**src/rtl/fpu_add_scheduler.sv**
```systemverilog
// Round-robin scheduler sharing one combinational half-precision adder among NUM_REQ requesters.
// Three cycles per op minimum (accept, execute, respond); the response is held until the owner accepts it.
module fpu_add_scheduler #(
  parameter int FLOAT_WIDTH = 16,
  parameter int NUM_REQ     = 2,
  parameter int TAG_W       = 4,
  parameter int CNT_W       = 16
) (
  input  logic                           CLK,
  input  logic                           nRST,
  input  logic [NUM_REQ-1:0]             req_valid,
  output logic [NUM_REQ-1:0]             req_ready,
  input  logic [NUM_REQ-1:0]             req_op,
  input  logic [NUM_REQ*FLOAT_WIDTH-1:0] req_a,
  input  logic [NUM_REQ*FLOAT_WIDTH-1:0] req_b,
  input  logic [NUM_REQ*TAG_W-1:0]       req_tag,
  output logic [FLOAT_WIDTH-1:0]         add_float1,
  output logic [FLOAT_WIDTH-1:0]         add_float2,
  output logic                           add_subtract,
  input  logic [FLOAT_WIDTH-1:0]         add_sum,
  output logic [NUM_REQ-1:0]             resp_valid,
  input  logic [NUM_REQ-1:0]             resp_ready,
  output logic [FLOAT_WIDTH-1:0]         resp_sum,
  output logic [TAG_W-1:0]               resp_tag,
  output logic                           resp_special,
  output logic                           busy,
  output logic [CNT_W-1:0]               op_count
);

  localparam int OWN_W = (NUM_REQ > 1) ? $clog2(NUM_REQ) : 1;

  typedef enum logic [1:0] {IDLE, EXEC, RESP} state_t;

  state_t                 state;
  logic [OWN_W-1:0]       ptr;
  logic [OWN_W-1:0]       owner;
  logic [OWN_W-1:0]       win;
  logic [OWN_W-1:0]       cand;
  logic                   found;
  logic [FLOAT_WIDTH-1:0] a_q;
  logic [FLOAT_WIDTH-1:0] b_q;
  logic                   op_q;
  logic [TAG_W-1:0]       tag_q;
  int                     idx;

  // Search from the priority pointer upward, wrapping modulo NUM_REQ.
  always_comb begin
    found = 1'b0;
    win   = '0;
    cand  = '0;
    idx   = 0;
    for (int k = 0; k < NUM_REQ; k++) begin
      idx = int'(ptr) + k;
      if (idx >= NUM_REQ) idx = idx - NUM_REQ;
      cand = OWN_W'(idx);
      if (!found && req_valid[cand]) begin
        found = 1'b1;
        win   = cand;
      end
    end
  end

  always_comb begin
    req_ready  = '0;
    resp_valid = '0;
    if (state == IDLE && found) req_ready[win] = 1'b1;
    if (state == RESP) resp_valid[owner] = 1'b1;
  end

  assign add_float1   = (state == IDLE) ? '0   : a_q;
  assign add_float2   = (state == IDLE) ? '0   : b_q;
  assign add_subtract = (state == IDLE) ? 1'b0 : op_q;
  assign busy         = (state != IDLE);

  always_ff @(posedge CLK) begin
    if (!nRST) begin
      state        <= IDLE;
      ptr          <= '0;
      owner        <= '0;
      a_q          <= '0;
      b_q          <= '0;
      op_q         <= 1'b0;
      tag_q        <= '0;
      resp_sum     <= '0;
      resp_tag     <= '0;
      resp_special <= 1'b0;
      op_count     <= '0;
    end else begin
      case (state)
        IDLE: begin
          if (found) begin
            a_q   <= req_a[win*FLOAT_WIDTH +: FLOAT_WIDTH];
            b_q   <= req_b[win*FLOAT_WIDTH +: FLOAT_WIDTH];
            op_q  <= req_op[win];
            tag_q <= req_tag[win*TAG_W +: TAG_W];
            owner <= win;
            state <= EXEC;
          end
        end
        EXEC: begin
          resp_sum     <= add_sum;
          resp_tag     <= tag_q;
          resp_special <= &add_sum[14:10];
          state        <= RESP;
        end
        RESP: begin
          // Ready from any requester other than the owner is ignored.
          if (resp_ready[owner]) begin
            ptr      <= (owner == OWN_W'(NUM_REQ - 1)) ? '0 : owner + 1'b1;
            op_count <= op_count + 1'b1;
            state    <= IDLE;
          end
        end
        default: state <= IDLE;
      endcase
    end
  end

endmodule
```
**config.mk**
```make
export PLATFORM = sky130hd
export DESIGN_NAME = fpu_add_scheduler
export DESIGN_NICKNAME = d
export VERILOG_FILES = /design/src/rtl/fpu_add_scheduler.sv
export SDC_FILE = /design/constraint.sdc
export NUM_CORES = 1
export LEC_CHECK = 0
export ABC_AREA = 1
export CORE_AREA = 2 2 103 105
export CTS_CLUSTER_DIAMETER = 200
export CTS_CLUSTER_SIZE = 10
export DETAILED_ROUTE_END_ITERATION = 16
export DIE_AREA = 0 0 105 107
export HOLD_SLACK_MARGIN = 0.15
export PLACE_DENSITY = 0.85
export SYNTH_ARGS = -nofsm -noshare
export SYNTH_HDL_FRONTEND = slang
export SYNTH_SLANG_ARGS = --single-unit
```
**constraint.sdc**
```tcl
create_clock -name CLK -period 1.3 [get_ports CLK]
set_input_delay 0.325 -clock CLK [delete_from_list [all_inputs] [get_ports CLK]]
set_output_delay 0.325 -clock CLK [all_outputs]
set_load 0.05 [all_outputs]
```
==> impl_summary.txt, run 1 <==
----------------------------------------------------
[Outcome]
  Status ... finished with violations
  Failing checks ... setup timing

[Critical path]
  CP arrival ... 1.45 ns
  Critical Path Fanout Max ... 8
  CP max-delay cell ... dfxtp_2
  Max stage delay on crit path ... 0.34 ns
  Kind of capture point of the worst setup path ... output port
  Destination of the worst register-to-register timing path ... a_q[1]$_SDFFE_PN0N_
  Type of origin of the critical path ... flop
  Start-to-end type of the worst setup path ... flop to output port
  Launching point of the worst reg2reg path ... state[0]$_SDFFE_PN0P_
  Critical path cell sequence ... nor2_4 > buf_4 > buf_12 > nor2_4 > buf_4
  Worst r2r path cells ... 10
  FF-to-FF setup slack ... -0.34 ns
  Data required time at the worst endpoint ... 0.98 ns

[Layout]
  Layout cells sized above 1 ... 30.3%
  Area of the multi-input gates ... 0.00216 mm^2
  Final instance area ... 0.00729 mm^2
  Share of the core filled with cells ... 72.2%
  # fillers ... 692
  Cell Count, Final, Fillers Out ... 958
  Register Area ... 0.00160 mm^2
  Growth of design area from synthesis to finish ... 94.6%
  # nets final ... 914
  Number of diodes added for antenna fixing ... 0

[Yosys]
  Async set-or-reset flop fraction in the synthesized netlist ... 0%
  Number of library cell types mapped by synthesis ... 22
  Syn_nets ... 706
  Warning count from the yosys run ... 0
  Area of the mapped netlist ... 0.00375 mm^2
  Seq/Total Area, Yosys ... 41.7%
  Top cell type's share of synthesized area ... 41.7%
  Post-Syn Instances ... 609
  Post-synth EDFFs ... 0
  Top post-synthesis cells by count ... nand2_1 (195), nor2_1 (104), inv_1 (103), dfxtp_1 (78), nand3_1 (45)
  Cells taking the most area after synthesis ... dfxtp_1 (42%), nand2_1 (20%), nor2_1 (10%)
  Avg Synthesized Cell Area ... 6.15 um^2
  Library cell with the largest summed area after synthesis ... dfxtp_1
  Main flop type after synthesis ... dfxtp_1
  Most used standard cell by instance count after synthesis ... nand2_1
  Post-synthesis sequential element count ... 78

[Run]
  Max cap viols ... 0

[Drt]
  Violation count after the first detailed-route iteration ... 259
  Uppermost signal routing layer after detailed routing ... met4
  Sum of met2 wire segment lengths after detailed routing ... 7.20 mm
  DRT Wirelength ... 14.3 mm
  Routed vias ... 4,603
  Met3 wire length ... 1.25 mm
  Avg WL per Cell ... 14.9 um
  Average via count per standard cell ... 4.80
  Antenna Nets Post-Route ... 0
  Routed length on met1 ... 5.34 mm
  Post-route DRC violation count ... 0
  Drt first pass iters ... 5

[Power and ir drop]
  Maximum vdd ir drop ... 0.632 mV
  Power density cells ... 993 mW/mm^2
  Static power due to leakage ... 3.36 nW

[Die]
  Number of core rows ... 37
  Initial core utilization ... 37.1%
  Total core area ... 0.0101 mm^2
  DIE AREA ... 0.0112 mm^2
  Die span in y ... 107 um
  Horizontal die dimension ... 105 um
  Boundary Pins ... 171

[Placed design]
  Placement-stage cell area ... 0.00652 mm^2
  Number of placed instances with taps included ... 930
  Global placer's final weighted congestion ... 0.829
  Number of port buffers ... 170
  Placement Setup Slack ... -0.534 ns
  Estimated wirelength of the detail-placed design ... 8.72 mm

[GRT]
  Remaining Overflow, GRT ... 0
  Number of global-route vias before repair ... 4,537
  Global-route wire length before repair ... 21.5 mm
  Maximum number of pins on one net before global-route repair ... 40
  Number of antenna violations at the first check in global routing ... 0
  Overall global routing resource usage ... 23.6%

[Clock network]
  Max Root-Sink Buffers ... 2
  Clock Root Buffer ... clkbuf_8
  H-tree depth reported by CTS ... 3
  Sink count of the clock tree ... 78
  Insertion delay of the later-clocked pin in the worst-skew pair ... 0.35 ns
  Clock input transition at the sequential cells of the worst setup and hold paths ... 0.08 ns
  Inserted Clock Buffers ... 9
  CTS tree ... done
  Number of hold buffers added after CTS ... 0

[STA]
  RSZ-0062 raised after global routing ... yes
  Worst Max-Slew Pin Slew ... 0.341 ns
  Post-route worst hold slack ... 0.394 ns
  Final setup viols ... 81
  Final worst setup slack ... -0.475 ns
  Portion of the clock cycle consumed by the worst path in the final layout ... 137%
  Final hold violations ... 0
  Post-layout minimum cycle time ... 1.78 ns
  FMAX ... 563 MHz
  Final Skew ... 0.00843 ns
  Headroom to the max-slew limit ... 77.3%
  Fin. max-slew vios ... 0

[Worst hold path]
  Worst min-delay path class ... input pin to flop
  Hold path depth ... 3
  Worst hold path endpoint ... resp_special$_SDFFE_PN0N_
  Hold wc startpoint ... nRST

----------------------------------------------------
==> power by group <==
group          leakage, nW  switching (W)  internal [W]
logic                 2.62        0.00149       0.00127
clock network       0.0949       0.000898      0.000866
registers            0.650       0.000145       0.00257
==> cell type report <==
cell class	count	share of cell area, %
repair buffers	225	38.3
multi-input cells	399	29.6
flip-flops and latches	78	21.9
inverters	104	5.46
well taps	136	2.33
clock buffers	10	1.75
clock inverters	6	0.721
==> logic make-up (layout without fill, tap and decap cells) <==
| family | after synthesis | count (layout) | synth area share, % |
|---|---|---|---|
| buffers and inverters | 132 | 345 | 13.9 |
| AND/OR/NAND/NOR | 355 | 355 | 37.9 |
| adder cells (fa/ha/maj) | 1 | 1 | 0.334 |
| AO/OA/AOI/OAI | 42 | 42 | 5.94 |
| XOR/XNOR | 1 | 1 | 0.234 |
| flip-flops | 78 | 78 | 41.7 |
==> worst max-delay path, delay by kind of cell (launching register included) <==
family                 cells  cell delay (ns)
DFF                        1             0.34
buffers and inverters      3             0.50
and+or+nand+nor            2             0.24
==> sequential cells by signal, indices dropped and copies added (netlist names) <==
| register | count |
|---|---|
| a_q | 16 |
| b_q | 16 |
| op_count | 16 |
| resp_sum | 16 |
| resp_tag | 4 |
| tag_q | 4 |
| state | 2 |
| op_q | 1 |
| owner | 1 |
| ptr | 1 |
| resp_special | 1 |
==> what timing repair did <==
action / 4_1_cts / 5_1_grt
gates cloned: 2 / 0
setup endpoints to repair: 98 / 106
buffers inserted: 11 / 6
pin swaps: 11 / 5
gates resized for setup: 93 / 52
==> through the flow <==
| stage | setup TNS [ns] | total power (W) |
|---|---|---|
| after global routing | -30.36 | 0.00754 |
| after floorplan | -3.35 | 0.00405 |
| after CTS | -22.18 | 0.00710 |
| final | -22.82 | 0.00724 |
| after detailed placement | -28.79 | 0.00511 |
| after global placement | -27.38 | 0.00507 |
==> metal layers <==
metal	vias to the layer above	global-route usage, %
met3	45	7.48
met4	0	10.0
li1	2240	-
met2	205	41.8
met1	2113	26.1
met5	-	0
==> worst max-delay path by stage <==
stage	start	endpoint	depth (start not counted)
after floorplan	state[0]$_SDFFE_PN0P_	resp_valid[0]	3
after global routing	state[0]$_SDFFE_PN0P_	add_float2[6]	5
final	state[0]$_SDFFE_PN0P_	add_float2[6]	5
after detailed placement	req_valid[0]	a_q[2]$_SDFFE_PN0N_	8
after CTS	state[0]$_SDFFE_PN0P_	add_float2[6]	5
after global placement	req_valid[0]	a_q[7]$_SDFFE_PN0N_	8
==> placed cells by master (no fill, tap or decap), types with 2 or more instances in the layout <==
| cell | instances |
|---|---|
| a21oi_1 | 10 |
| buf_12 | 50 |
| buf_4 | 35 |
| buf_6 | 34 |
| buf_8 | 9 |
| clkbuf_8 | 9 |
| clkdlybuf4s50_1 | 92 |
| clkinv_1 | 2 |
| clkinv_2 | 3 |
| dfxtp_1 | 61 |
| dfxtp_2 | 11 |
| dfxtp_4 | 6 |
| inv_1 | 98 |
| inv_2 | 4 |
| nand2_1 | 173 |
| nand2_2 | 16 |
| nand2_4 | 5 |
| nand3_1 | 32 |
| nand3_2 | 13 |
| nand4_1 | 8 |
| nor2_1 | 63 |
| nor2_2 | 2 |
| nor2_4 | 40 |
| o21ai_0 | 22 |
| o21ai_1 | 4 |
| o21ai_2 | 2 |
Note: power is estimated with default switching activity, not from simulation.
==> run 2, diff against run 1 <==
- HOLD_SLACK_MARGIN: 0.15 -> 0.02
==> results of run 2 <==
Final layout, timing and power as in run 1 (identical DEF).
==> run 3, diff against run 2 <==
- CORE_AREA: 2 2 103 105 -> 2 2 102 104
- CTS_BUF_LIST: not set -> sky130_fd_sc_hd__clkbuf_4
- DIE_AREA: 0 0 105 107 -> 0 0 104 106
- PLACE_DENSITY: 0.85 -> 0.86
==> impl_summary.txt, run 3 (synthesis gave the netlist of run 1 again) <==
----------------------------------------------------
[STA]
  RSZ-0062 raised after global routing ... yes
  Final Skew ... 0.0178 ns
  Final hold violations ... 0
  Worst Max-Slew Pin Slew ... 0.328 ns
  TNS Setup ... -30.08 ns
  Final setup viols ... 85
  Post-route worst hold slack ... 0.316 ns
  FMAX ... 543 MHz
  Post-layout minimum cycle time ... 1.84 ns
  Fin. max-slew vios ... 0
  Headroom to the max-slew limit ... 78.1%
  Final worst setup slack ... -0.542 ns
  Portion of the clock cycle consumed by the worst path in the final layout ... 142%

[Placed design]
  Number of port buffers ... 170
  Estimated wirelength of the detail-placed design ... 8.81 mm
  Global placer's final weighted congestion ... 0.850
  Number of placed instances with taps included ... 924

[GRT]
  Number of antenna violations at the first check in global routing ... 0
  Global-route wire length before repair ... 23.2 mm
  Remaining Overflow, GRT ... 0
  Number of global-route vias before repair ... 4,878
  Overall global routing resource usage ... 25.9%
  Maximum number of pins on one net before global-route repair ... 29

[Die]
  Boundary Pins ... 171
  Number of core rows ... 37
  Total core area ... 0.0100 mm^2
  Initial core utilization ... 37.5%
  Horizontal die dimension ... 104 um
  DIE AREA ... 0.0110 mm^2
  Die span in y ... 106 um

[Layout]
  Layout cells sized above 1 ... 43.0%
  Most frequent standard cell in the layout excluding fill and tap cells ... nand2_1
  Number of diodes added for antenna fixing ... 0
  # nets final ... 932
  Growth of design area from synthesis to finish ... 107%
  Commonest cells after routing, fill and taps aside ... nand2_1 (143), clkdlybuf4s50_1 (94), inv_1 (92)
  Cell Count, Final, Fillers Out ... 976

[Drt]
  Routed vias ... 4,740
  Violation count after the first detailed-route iteration ... 192
  Avg WL per Cell ... 16.0 um
  Average via count per standard cell ... 4.86
  Antenna Nets Post-Route ... 0
  Drt first pass iters ... 4
  Post-route DRC violation count ... 0
  DRT Wirelength ... 15.6 mm

[Clock network]
  Number of hold buffers added after CTS ... 0
  Insertion delay of the later-clocked pin in the worst-skew pair ... 0.44 ns
  Clock Root Buffer ... clkbuf_4
  CTS tree ... done
  Sink count of the clock tree ... 78
  H-tree depth reported by CTS ... 3
  Inserted Clock Buffers ... 9
  Max Root-Sink Buffers ... 2
  Clock input transition at the sequential cells of the worst setup and hold paths ... 0.15 ns

[Outcome]
  Status ... finished with violations
  Failing checks ... setup timing

[Critical path]
  CP arrival ... 1.52 ns
  Critical Path Fanout Max ... 6
  Type of origin of the critical path ... flop
  Kind of capture point of the worst setup path ... output port
  Start-to-end type of the worst setup path ... flop to output port
  Data required time at the worst endpoint ... 0.98 ns

[Worst hold path]
  Worst min-delay path class ... input pin to flop

[Power and ir drop]
  Tot Pwr ... 0.00705 W
  Power density cells ... 908 mW/mm^2
  Maximum vdd ir drop ... 0.690 mV
  Static power due to leakage ... 3.80 nW

[Run]
  Max cap viols ... 0

----------------------------------------------------
==> run 3: changes by cell type in the layout (fill, tap and decap cells not counted), sizes merged <==
cell	change
dlymetal6s2s	-1
clkbuf	-1
bufinv	-1
buf	+19
inv	+5
dlygate4sd2	-1
clkinv	-3
clkdlybuf4s50	+2
bufbuf	-1
==> run 3: through the flow <==
step	instance area [um^2]	setup WS, ns	util, %
5_1_grt	7760	-0.632	77.7
2_1_floorplan	4110	-0.142	-
4_1_cts	7560	-0.584	75.6
6_report	7760	-0.542	77.7
3_3_place_gp	6470	-0.493	64.7
3_5_place_dp	6470	-0.588	64.7
==> run 3: final cells by class <==
class	instances	area (um^2)
multi-input combinational	399	2550
timing repair buffer	243	2860
fill	617	2230
clock inverter	7	63.8
tap	136	170
sequential	78	1650
inverter	104	400
clock buffer	9	67.6
==> run 3: power by group <==
part | leakage (nW) | internal, W | switching (W)
Combinational | 3.07 | 0.00130 | 0.00159
Sequential | 0.661 | 0.00257 | 0.000142
Clock | 0.0753 | 0.000442 | 0.00101
==> run 3: per-layer routing <==
layer	GRT usage, %	vias to the layer above	share of wire, %
met1	29.0	2192	37
met3	7.36	49	8.4
met4	9.56	0	3.1
li1	-	2279	-
met5	0	-	0
met2	46.8	220	51
==> run 3: worst paths after layout <==
kind / from / slack [ns] / depth (start not counted) / to
min: nRST / 0.32 / 4 / b_q[7]$_SDFFE_PN0N_
max reg2reg: state[1]$_SDFFE_PN0P_ / -0.34 / 12 / b_q[11]$_SDFFE_PN0N_
max: state[1]$_SDFFE_PN0P_ / -0.54 / 5 / add_float2[2]
min reg2reg: tag_q[3]$_SDFFE_PN0N_ / 0.50 / 2 / resp_tag[3]$_SDFFE_PN0N_
==> run 3: timing repair <==
action / 4_1_cts / 5_1_grt
resized for setup: 165 / 83
endpoints found under the hold margin: 0 / 0
cloned: 5 / 0
buffers inserted: 36 / 4
pin swaps: 39 / 27
endpoints found under the setup margin: 126 / 137
==> run 3: worst max-delay path, cell delays in order, from the launching register on <==
cell and delay [ns]:
dfxtp_2 0.36, nor2_4 0.14, buf_12 0.13, buf_4 0.22, nor2_4 0.05, buf_4 0.18
